[src/rtl/pc_seq_pkg.sv]
// Shared types and constants for the PC sequencer: FSM state encoding,
// default reset/trap vectors and the instruction size in bytes.
package pc_seq_pkg;

  typedef enum logic [1:0] {
    REQ  = 2'd0,
    WAIT = 2'd1,
    HOLD = 2'd2
  } state_t;

  localparam logic [31:0] RESET_VECTOR_DEF = 32'h0000_0000;
  localparam logic [31:0] TRAP_VECTOR_DEF  = 32'h0000_0080;
  localparam logic [31:0] INSTR_BYTES      = 32'd4;

endpackage

[src/rtl/pc_sequencer_if.sv]
// Fetch-side bundle: instruction-memory request/response and the decode
// handshake. The sequencer uses the master modport; memory/decode use slave.
interface pc_sequencer_if;

  logic        imem_req_valid;
  logic        imem_req_ready;
  logic [31:0] imem_addr;
  logic        imem_rsp_valid;
  logic [31:0] imem_rsp_data;
  logic        instr_valid;
  logic        instr_ready;
  logic [31:0] instr;
  logic [31:0] instr_pc;
  logic [31:0] instr_pc_plus4;

  modport master (
    output imem_req_valid, imem_addr, instr_valid, instr, instr_pc, instr_pc_plus4,
    input  imem_req_ready, imem_rsp_valid, imem_rsp_data, instr_ready
  );

  modport slave (
    input  imem_req_valid, imem_addr, instr_valid, instr, instr_pc, instr_pc_plus4,
    output imem_req_ready, imem_rsp_valid, imem_rsp_data, instr_ready
  );

endinterface

[src/rtl/pc_next_sel.sv]
// Combinational next-PC selection: sequential, branch and jump targets with
// branch-over-jump priority. Alignment handling depends on MISALIGN_TRAP_EN.
module pc_next_sel
  import pc_seq_pkg::*;
(
  input  logic [31:0] seq_base_i,
  output logic [31:0] seq_pc_o,
  input  logic        branch_taken_i,
  input  logic [31:0] branch_pc_plus4_i,
  input  logic [31:0] branch_imm_i,
  input  logic        jump_valid_i,
  input  logic [31:0] jump_target_i,
  output logic        redirect_o,
  output logic [31:0] target_o,
  output logic        misalign_o
);

  logic [31:0] raw_target;

  always_comb begin
    seq_pc_o   = seq_base_i + INSTR_BYTES;
    redirect_o = branch_taken_i | jump_valid_i;
    raw_target = jump_target_i;
    if (branch_taken_i) begin
      raw_target = branch_pc_plus4_i + (branch_imm_i << 2);
    end
`ifdef MISALIGN_TRAP_EN
    misalign_o = redirect_o && (raw_target[1:0] != 2'b00);
    target_o   = raw_target;
`else
    // Without trapping, a misaligned target silently rounds down to a word.
    misalign_o = 1'b0;
    target_o   = raw_target & ~32'h3;
`endif
  end

endmodule

[src/rtl/pc_sequencer.sv]
// PC owner and single-outstanding fetch sequencer (REQ -> WAIT -> HOLD).
// Define MISALIGN_TRAP_EN to redirect misaligned targets to TRAP_VECTOR.
module pc_sequencer
  import pc_seq_pkg::*;
#(
  parameter logic [31:0] RESET_VECTOR = RESET_VECTOR_DEF
`ifdef MISALIGN_TRAP_EN
  , parameter logic [31:0] TRAP_VECTOR = TRAP_VECTOR_DEF
`endif
) (
  input  logic                  clk,
  input  logic                  rst_n,
  pc_sequencer_if.master        bus,
  input  logic                  branch_taken,
  input  logic [31:0]           branch_pc_plus4,
  input  logic [31:0]           branch_imm,
  input  logic                  jump_valid,
  input  logic [31:0]           jump_target,
  output logic                  misalign_trap
);

  state_t      state_q, state_d;
  logic [31:0] pc_q, pc_d;
  logic [31:0] addr_q, addr_d;
  logic [31:0] fetch_pc_q, fetch_pc_d;
  logic        drop_q, drop_d;
  logic [31:0] instr_q, instr_d;
  logic [31:0] instr_pc_q, instr_pc_d;
  logic [31:0] instr_pc4_q, instr_pc4_d;

  logic        redirect;
  logic        misalign;
  logic [31:0] target;
  logic [31:0] seq_pc;
  logic [31:0] redir_pc;

  pc_next_sel u_next_sel (
    .seq_base_i        (fetch_pc_q),
    .seq_pc_o          (seq_pc),
    .branch_taken_i    (branch_taken),
    .branch_pc_plus4_i (branch_pc_plus4),
    .branch_imm_i      (branch_imm),
    .jump_valid_i      (jump_valid),
    .jump_target_i     (jump_target),
    .redirect_o        (redirect),
    .target_o          (target),
    .misalign_o        (misalign)
  );

`ifdef MISALIGN_TRAP_EN
  assign redir_pc = misalign ? TRAP_VECTOR : target;
`else
  assign redir_pc = target;
`endif

  always_comb begin
    state_d     = state_q;
    pc_d        = pc_q;
    addr_d      = addr_q;
    fetch_pc_d  = fetch_pc_q;
    drop_d      = drop_q;
    instr_d     = instr_q;
    instr_pc_d  = instr_pc_q;
    instr_pc4_d = instr_pc4_q;
    case (state_q)
      REQ: begin
        // addr_q keeps the request stable; only pc follows the redirect.
        if (redirect) begin
          pc_d   = redir_pc;
          drop_d = 1'b1;
        end
        if (bus.imem_req_ready) begin
          state_d    = WAIT;
          fetch_pc_d = addr_q;
        end
      end
      WAIT: begin
        if (bus.imem_rsp_valid) begin
          if (drop_q || redirect) begin
            drop_d  = 1'b0;
            state_d = REQ;
            pc_d    = redirect ? redir_pc : pc_q;
            addr_d  = redirect ? redir_pc : pc_q;
          end else begin
            instr_d     = bus.imem_rsp_data;
            instr_pc_d  = fetch_pc_q;
            instr_pc4_d = seq_pc;
            pc_d        = seq_pc;
            state_d     = HOLD;
          end
        end else if (redirect) begin
          drop_d = 1'b1;
          pc_d   = redir_pc;
        end
      end
      HOLD: begin
        if (redirect) begin
          pc_d    = redir_pc;
          addr_d  = redir_pc;
          state_d = REQ;
        end else if (bus.instr_ready) begin
          addr_d  = pc_q;
          state_d = REQ;
        end
      end
      default: state_d = REQ;
    endcase
  end

  always_ff @(posedge clk or negedge rst_n) begin
    if (!rst_n) begin
      state_q     <= REQ;
      pc_q        <= RESET_VECTOR;
      addr_q      <= RESET_VECTOR;
      fetch_pc_q  <= RESET_VECTOR;
      drop_q      <= 1'b0;
      instr_q     <= '0;
      instr_pc_q  <= '0;
      instr_pc4_q <= '0;
    end else begin
      state_q     <= state_d;
      pc_q        <= pc_d;
      addr_q      <= addr_d;
      fetch_pc_q  <= fetch_pc_d;
      drop_q      <= drop_d;
      instr_q     <= instr_d;
      instr_pc_q  <= instr_pc_d;
      instr_pc4_q <= instr_pc4_d;
    end
  end

  // Request is held off while reset is asserted even though state is REQ.
  assign bus.imem_req_valid = (state_q == REQ) && rst_n;
  assign bus.imem_addr      = addr_q;
  assign bus.instr_valid    = (state_q == HOLD);
  assign bus.instr          = instr_q;
  assign bus.instr_pc       = instr_pc_q;
  assign bus.instr_pc_plus4 = instr_pc4_q;
  assign misalign_trap      = misalign;

endmodule

[src/flat_wrapper.sv]
// flat-port wrapper written by rule: the top's interface ports become plain ports
module pc_sequencer_flat import pc_seq_pkg::*;
#(
  parameter logic [31:0] RESET_VECTOR = RESET_VECTOR_DEF

)
  (clk, rst_n, branch_taken, branch_pc_plus4, branch_imm, jump_valid, jump_target, misalign_trap, bus_imem_req_valid, bus_imem_addr, bus_instr_valid, bus_instr, bus_instr_pc, bus_instr_pc_plus4, bus_imem_req_ready, bus_imem_rsp_valid, bus_imem_rsp_data, bus_instr_ready);
  pc_sequencer_if bus_i ();
  input  logic clk;
  input  logic rst_n;
  input  logic branch_taken;
  input  logic [31:0] branch_pc_plus4;
  input  logic [31:0] branch_imm;
  input  logic jump_valid;
  input  logic [31:0] jump_target;
  output logic misalign_trap;
  output wire logic [$bits(bus_i.imem_req_valid)-1:0] bus_imem_req_valid;
  output wire logic [$bits(bus_i.imem_addr)-1:0] bus_imem_addr;
  output wire logic [$bits(bus_i.instr_valid)-1:0] bus_instr_valid;
  output wire logic [$bits(bus_i.instr)-1:0] bus_instr;
  output wire logic [$bits(bus_i.instr_pc)-1:0] bus_instr_pc;
  output wire logic [$bits(bus_i.instr_pc_plus4)-1:0] bus_instr_pc_plus4;
  input wire logic [$bits(bus_i.imem_req_ready)-1:0] bus_imem_req_ready;
  input wire logic [$bits(bus_i.imem_rsp_valid)-1:0] bus_imem_rsp_valid;
  input wire logic [$bits(bus_i.imem_rsp_data)-1:0] bus_imem_rsp_data;
  input wire logic [$bits(bus_i.instr_ready)-1:0] bus_instr_ready;
  assign bus_imem_req_valid = bus_i.imem_req_valid;
  assign bus_imem_addr = bus_i.imem_addr;
  assign bus_instr_valid = bus_i.instr_valid;
  assign bus_instr = bus_i.instr;
  assign bus_instr_pc = bus_i.instr_pc;
  assign bus_instr_pc_plus4 = bus_i.instr_pc_plus4;
  assign bus_i.imem_req_ready = bus_imem_req_ready;
  assign bus_i.imem_rsp_valid = bus_imem_rsp_valid;
  assign bus_i.imem_rsp_data = bus_imem_rsp_data;
  assign bus_i.instr_ready = bus_instr_ready;
  pc_sequencer #(.RESET_VECTOR(RESET_VECTOR)) u_core (.clk(clk), .rst_n(rst_n), .bus(bus_i), .branch_taken(branch_taken), .branch_pc_plus4(branch_pc_plus4), .branch_imm(branch_imm), .jump_valid(jump_valid), .jump_target(jump_target), .misalign_trap(misalign_trap));
endmodule
[config.mk]
export PLATFORM = sky130hd
export DESIGN_NAME = pc_sequencer_flat
export DESIGN_NICKNAME = d
export VERILOG_FILES = /design/src/rtl/pc_seq_pkg.sv /design/src/rtl/pc_sequencer_if.sv /design/src/rtl/pc_next_sel.sv /design/src/rtl/pc_sequencer.sv /design/src/flat_wrapper.sv
export SDC_FILE = /design/constraint.sdc
export NUM_CORES = 1
export LEC_CHECK = 0
export ABC_AREA = 0
export BUFFER_PORTS_ARGS = -buffer_cell sky130_fd_sc_hd__clkbuf_2
export CORE_MARGIN = 4
export CORE_UTILIZATION = 40
export DETAILED_ROUTE_END_ITERATION = 12
export PLACE_DENSITY = 0.74
export REMOVE_ABC_BUFFERS = 1
export SYNTH_ARGS = -nofsm -noshare
export SYNTH_HDL_FRONTEND = slang
export SYNTH_SLANG_ARGS = --single-unit
[constraint.sdc]
create_clock -name clk -period 2.2 [get_ports clk]
set_input_delay 0.44 -clock clk [delete_from_list [all_inputs] [get_ports clk]]
set_output_delay 0.44 -clock clk [all_outputs]
set_load 0.1 [all_outputs]
==> impl_metrics.toml, run 1 <==
[sta]
final-max-slew-violation-count = 0
fin_skew_ps = 12.73
fin_crit_ps = 2285
holdWs_ps = 56.13
post-route-period-util = 1.038
worstMarginPinSlew_ps = 590.1
fin_ws_ps = -84.70
relSlewSlack = 0.6083
fmax_mhz = 437.7
hold_viol_final = 0
rsz0062_at_grt = "yes"
setup_violations = 11
setup_tns_ps = -376.6

[critical_path]
crit_required_ps = 2520
setup.worst_path.start_class = "input pin"
crit_slowest_cell = "or3_4"
endpoint_kind = "flop"
crit_arrival_ps = 2600
critPathMaxStageDelay_ps = 380
criticalPathCategory = "in -> reg"
path_max_fanout = 5
worstPathCellList = "buf_6, ha_4, fa_2, a21o_1, nand4_1, a21oi_4, o211ai_4, a21oi_2, or3_4, a2111oi_4, nor3_1"
critPathTopFamily = "compound AO/OA/AOI/OAI gates"
crit_buf_inv = 1

[yosys]
synth-main-ff-cell = "dfrtp_1"
synth_edf_count = 0
synth_top_family_by_area = "simple AND/OR/NAND/NOR gates"
ys_seq_area_frac = 0.4712
synth_common_cells = "nand2_1, dfrtp_1, nor2_1"
synth-adder-area-share = 0.03857
synthMuxAreaShare = 0.06165
yosysMostFrequentCell = "nand2_1"
yosys.area_share.simple = 0.2098
async_flop_share = 1.000
synth_area_per_cell_um2 = 8.897
synth_cells = 1152
synth_compound_area_frac = 0.1555
synthTopCellsByArea = "dfrtp_1, nand2_1, ha_1"
synth_cell_types = 70
yosys_warnings = 0
synth_top_area_frac = 0.4712
yosys.area_share.xor_xnor = 0.03418
yosys_register_bits = 193
syn-cell-area_um2 = 10250
yosysTopAreaCell = "dfrtp_1"

[placement]
gp_congestion = 0.8919
dp_cells = 1818
port_buffers = 258
dp_hpwl_mm = 24.07
pre_cts_slack_ps = -875.4

[grt]
grt_pass1_vias = 9276
antenna_found_initial = 1
grt-ovfl-total = 0
grt_pass1_wl_mm = 50.32
grt_use_total = 0.2211
grt_max_degree = 105

[cts]
cts_buffers = 17
clkSinkCount = 193
worstSkewPairLatency_ps = 430
cts-root-buf = "clkbuf_16"
cts_tree = "built"
clkTransAtPathRegs_ps = 80
clockBufferDepth = 2
cts_max_level = 4

[floorplan]
rows = 58
die_height_um = 168.1
die_w_um = 168.1
core-area_um2 = 25180
pin_count = 266
dieArea_um2 = 28250
start_util = 0.4070

[outcome]
violations = "negative setup slack"
run_status = "finished, violations left"

[drt]
vias_per_cell = 5.143
drc = 0
detail_route.wl_per_cell_um = 17.17
vias = 9545
first_pass_iters = 5
wirelength_mm = 31.86
drtAntennaViolNets = 0
drt_iter0_drc = 710

[cells_and_area]
final_cells = 1856
drive_gt1_frac = 0.3583
area_growth_pct = 36.83
nets = 1678
utilization = 0.5569

[min_path]
hp-class = "in -> async"

[job]
cap_violations = 0

[power_and_ir_drop]
p_leak_nw = 7.037
powerDensity_nw_per_um2 = 1411
vdd_drop_max_mv = 1.333
==> flip-flops by register name (all words and copies together) (netlist names) <==
signal and cells:
u_core.fetch_pc_q 32, u_core.state_q 2, u_core.pc_q 32, u_core.bus.instr_pc 30, u_core.bus.imem_addr 32, u_core.bus.instr 32
u_core.drop_q 1, u_core.bus.instr_pc_plus4 32
==> final timing paths <==
path / slack (ps) / cells past startpoint / to / start
max in group asynchronous: 1650 / 2 / u_core.bus.instr_pc[22] / rst_n
min: 60 / 2 / u_core.bus.instr_pc_plus4[3] / rst_n
max: -80 / 11 / u_core.pc_q[30] / branch_pc_plus4[2]
max reg2reg: 70 / 8 / u_core.pc_q[23] / u_core.fetch_pc_q[4]
min in group clk: 200 / 3 / u_core.bus.instr[31] / bus_imem_rsp_data[31]
min reg2reg: 480 / 2 / u_core.bus.instr_pc[19] / u_core.bus.instr_pc[19]
==> layout by cell type (no fill, tap or decap), types with 19 or more instances in the layout <==
master and count:
a21o_1 23, a21oi_1 60, buf_4 129, clkbuf_2 251, dfrtp_1 193, ha_1 22
mux2_2 31, mux2i_1 24, nand2_1 311, nand3_1 20, nor2_1 84, o21ai_0 62
xnor2_1 19
==> through the flow <==
step                      cell area [µm²]  power (mW)
final                               14020       19.79
after global routing                14020       20.67
after CTS                           13710       19.75
after detailed placement            12890       16.64
after global placement              12890       16.46
after floorplan                     10020       14.03
==> power by group <==
group	total, mW	internal, mW	leakage [nW]	switching, mW
sequential	5.68	4.78	2.43	0.904
clock	3.01	1.51	0.276	1.50
combinational	11.1	2.26	4.33	8.84
total	19.8	8.54	7.04	11.2
==> timing repair <==
action / in CTS / in global routing
buffers inserted: 2 / 4
gates cloned: 0 / 0
pin swaps: 25 / 30
gates resized for setup: 45 / 64
hold buffers: 0 / 0
setup endpoints to repair: 37 / 37
==> area by class of cell <==
type	instances	area (µm²)
Sequential cell	193	4830
Tap cell	330	412.9
Inverter	16	60.06
Clock buffer	17	425.4
Fill cell	2240	11160
Timing Repair Buffer	398	2509
Multi-Input combinational cell	886	5644
Clock inverter	14	138.9
Antenna cell	2	5.005
==> routing by layer <==
| metal | vias up | global-route usage | part of all wire |
|---|---|---|---|
| met1 | 4505 | 0.3142 | 0.46 |
| met3 | 44 | 0.03498 | 0.052 |
| met5 | - | 0 | 0 |
| li1 | 4694 | - | - |
| met2 | 302 | 0.3461 | 0.46 |
| met4 | 0 | 0.07586 | 0.026 |
==> worst reg2reg max path, cell delays in order (launching register included) <==
cell,delay [ps]
dfrtp_1,350
and4_4,260
buf_4,120
nand4_4,100
or3_4,470
xnor2_2,230
nand2_1,100
and3_1,190
a22o_1,200
==> logic make-up after synthesis <==
group / Yosys count
and+or+nand+nor: 504
AOI/OAI and AO/OA: 251
DFF: 193
buffers and inverters: 73
muxes: 59
xor gates and xnor gates: 40
adders and majority gates: 31
other: 1
Power figures use the tool's default switching activity.
==> inputs of run 2 (changes only) <==
--- a/config.mk
+++ b/config.mk
@@ -10,8 +10,9 @@
 export CORE_MARGIN = 4
 export CORE_UTILIZATION = 40
 export DETAILED_ROUTE_END_ITERATION = 12
-export PLACE_DENSITY = 0.74
+export PLACE_DENSITY = 0.61
 export REMOVE_ABC_BUFFERS = 1
+export SETUP_SLACK_MARGIN = 0.2
 export SYNTH_ARGS = -nofsm -noshare
 export SYNTH_HDL_FRONTEND = slang
 export SYNTH_SLANG_ARGS = --single-unit
==> run 2 against run 1 <==
  * The run still ends with negative setup slack left
  * Power rose by 1.8%
  * Highest routed layer unchanged
  * Clock power up 5%
  * Sequential power is essentially flat
  * Largest power group unchanged
  * Worst setup slack got worse by 54 ps
  * Routed wire length is 0.82% higher
  * Critical endpoint is now u_core.pc_q[28]
  * Global-route usage is 0.13 points higher
==> impl_metrics.toml, run 2 (synthesis gave the netlist of run 1 again) <==
[cts]
clkSinkCount = 193
cts-root-buf = "clkbuf_16"
clkTransAtPathRegs_ps = 80
cts_tree = "built"
worstSkewPairLatency_ps = 440
clockBufferDepth = 2
cts_buffers = 17
cts_max_level = 4

[floorplan]
dieArea_um2 = 28250
pin_count = 266
core-area_um2 = 25180
die_height_um = 168.1
start_util = 0.4070
rows = 58
die_w_um = 168.1

[sta]
relSlewSlack = 0.3924
fmax_mhz = 427.7
fin_ws_ps = -138.3
hold_viol_final = 0
rsz0062_at_grt = "yes"
holdWs_ps = 56.61
final-max-slew-violation-count = 0
setup_violations = 24
fin_skew_ps = 12.54
post-route-period-util = 1.063
worstMarginPinSlew_ps = 911.4
fin_crit_ps = 2338

[critical_path]
path_max_fanout = 3
reg2reg_from = "u_core.fetch_pc_q[7]"
reg2reg_depth = 8
crit_required_ps = 2520
setup.worst_path.start_class = "input pin"
criticalPathCategory = "in -> reg"
endpoint_kind = "flop"
crit_arrival_ps = 2660
r2r_slack_ps = 90
r2r_end = "u_core.pc_q[30]"

[drt]
vias = 9643
drc = 0
detail_route.wl_per_cell_um = 17.05
drtAntennaViolNets = 0
wirelength_mm = 32.12
first_pass_iters = 5
vias_per_cell = 5.118
drt_iter0_drc = 667

[grt]
grt_pass1_wl_mm = 50.80
grt-ovfl-total = 0
antenna_found_initial = 0
grt_pass1_vias = 9383
grt_max_degree = 156
grt_use_total = 0.2224

[placement]
dp_cells = 1835
dp_hpwl_mm = 23.93
port_buffers = 258
pre_cts_slack_ps = -872.6
gp_congestion = 0.8679

[cells_and_area]
layout_common_cells = "nand2_1, clkbuf_2, dfrtp_1"
area_growth_pct = 41.38
utilization = 0.5755
final_cells = 1884
diodes = 0
layout_commonest_cell = "nand2_1"
nets = 1707
drive_gt1_frac = 0.3887

[job]
cap_violations = 0

[power_and_ir_drop]
powerDensity_nw_per_um2 = 1391
vdd_drop_max_mv = 1.206
p_leak_nw = 7.249

[outcome]
run_status = "finished, violations left"
violations = "negative setup slack"

[min_path]
hp-class = "in -> async"
[run 2: worst max-delay path, stage by stage]
cell and delay (ps):
buf_6 100, ha_4 150, fa_2 340, a21o_1 200
nand4_1 170, a21oi_4 100, o211ai_2 190, buf_4 140
a21oi_2 60, buf_4 170, nor3_4 160, nor3b_2 70
buf_4 150, o221a_4 220
[run 2: worst max path at each step]
stage | from | to | cells past startpoint
after global routing | branch_pc_plus4[2] | u_core.pc_q[28] | 14
after detailed placement | branch_pc_plus4[2] | u_core.pc_q[30] | 11
final | branch_pc_plus4[2] | u_core.pc_q[28] | 14
after floorplan | jump_valid | u_core.pc_q[28] | 5
after CTS | branch_pc_plus4[2] | u_core.bus.imem_addr[22] | 13
after global placement | branch_pc_plus4[2] | u_core.bus.imem_addr[30] | 11
[run 2: report_power, final]
group          internal, mW  switching [mW]
Clock                  1.64            1.51
Combinational          2.42            8.92
Sequential             4.78           0.885
[run 2: routing by layer]
layer | track usage | vias up | routed length, µm | share of wire
met4 | 0.06069 | 0 | 739 | 0.023
met2 | 0.3555 | 300 | 15000 | 0.47
met5 | 0 | - | 0 | 0
met1 | 0.3155 | 4537 | 14820 | 0.46
li1 | - | 4756 | - | -
met3 | 0.03639 | 50 | 1568 | 0.049
[run 2: area by class of cell]
type / count / area (µm²)
Timing Repair Buffer: 427 / 2763
Inverter: 16 / 60.06
Clock buffer: 18 / 439.2
Sequential cell: 193 / 4831
Clock inverter: 14 / 146.4
Tap cell: 330 / 412.9
Fill cell: 2252 / 10690
Multi-Input combinational cell: 886 / 5839
[run 2: metrics by stage]
stage,setup TNS [ps],instance area [µm²],power (mW)
after detailed placement,-27640,13020,16.69
final,-1562,14490,20.16
after CTS,-1176,14180,20.10
after floorplan,-249330,10020,14.03
after global placement,-25850,13020,16.56
after global routing,-4152,14490,21.09
[run 2: repair_timing]
action | 4_1_cts | 5_1_grt
hold buffers | 1 | 0
pin swaps | 54 | 40
endpoints found under the hold margin | 11 | 0
resized for setup | 106 | 58
endpoints found under the setup margin | 57 | 56
cloned | 0 | 0
buffers inserted | 9 | 7
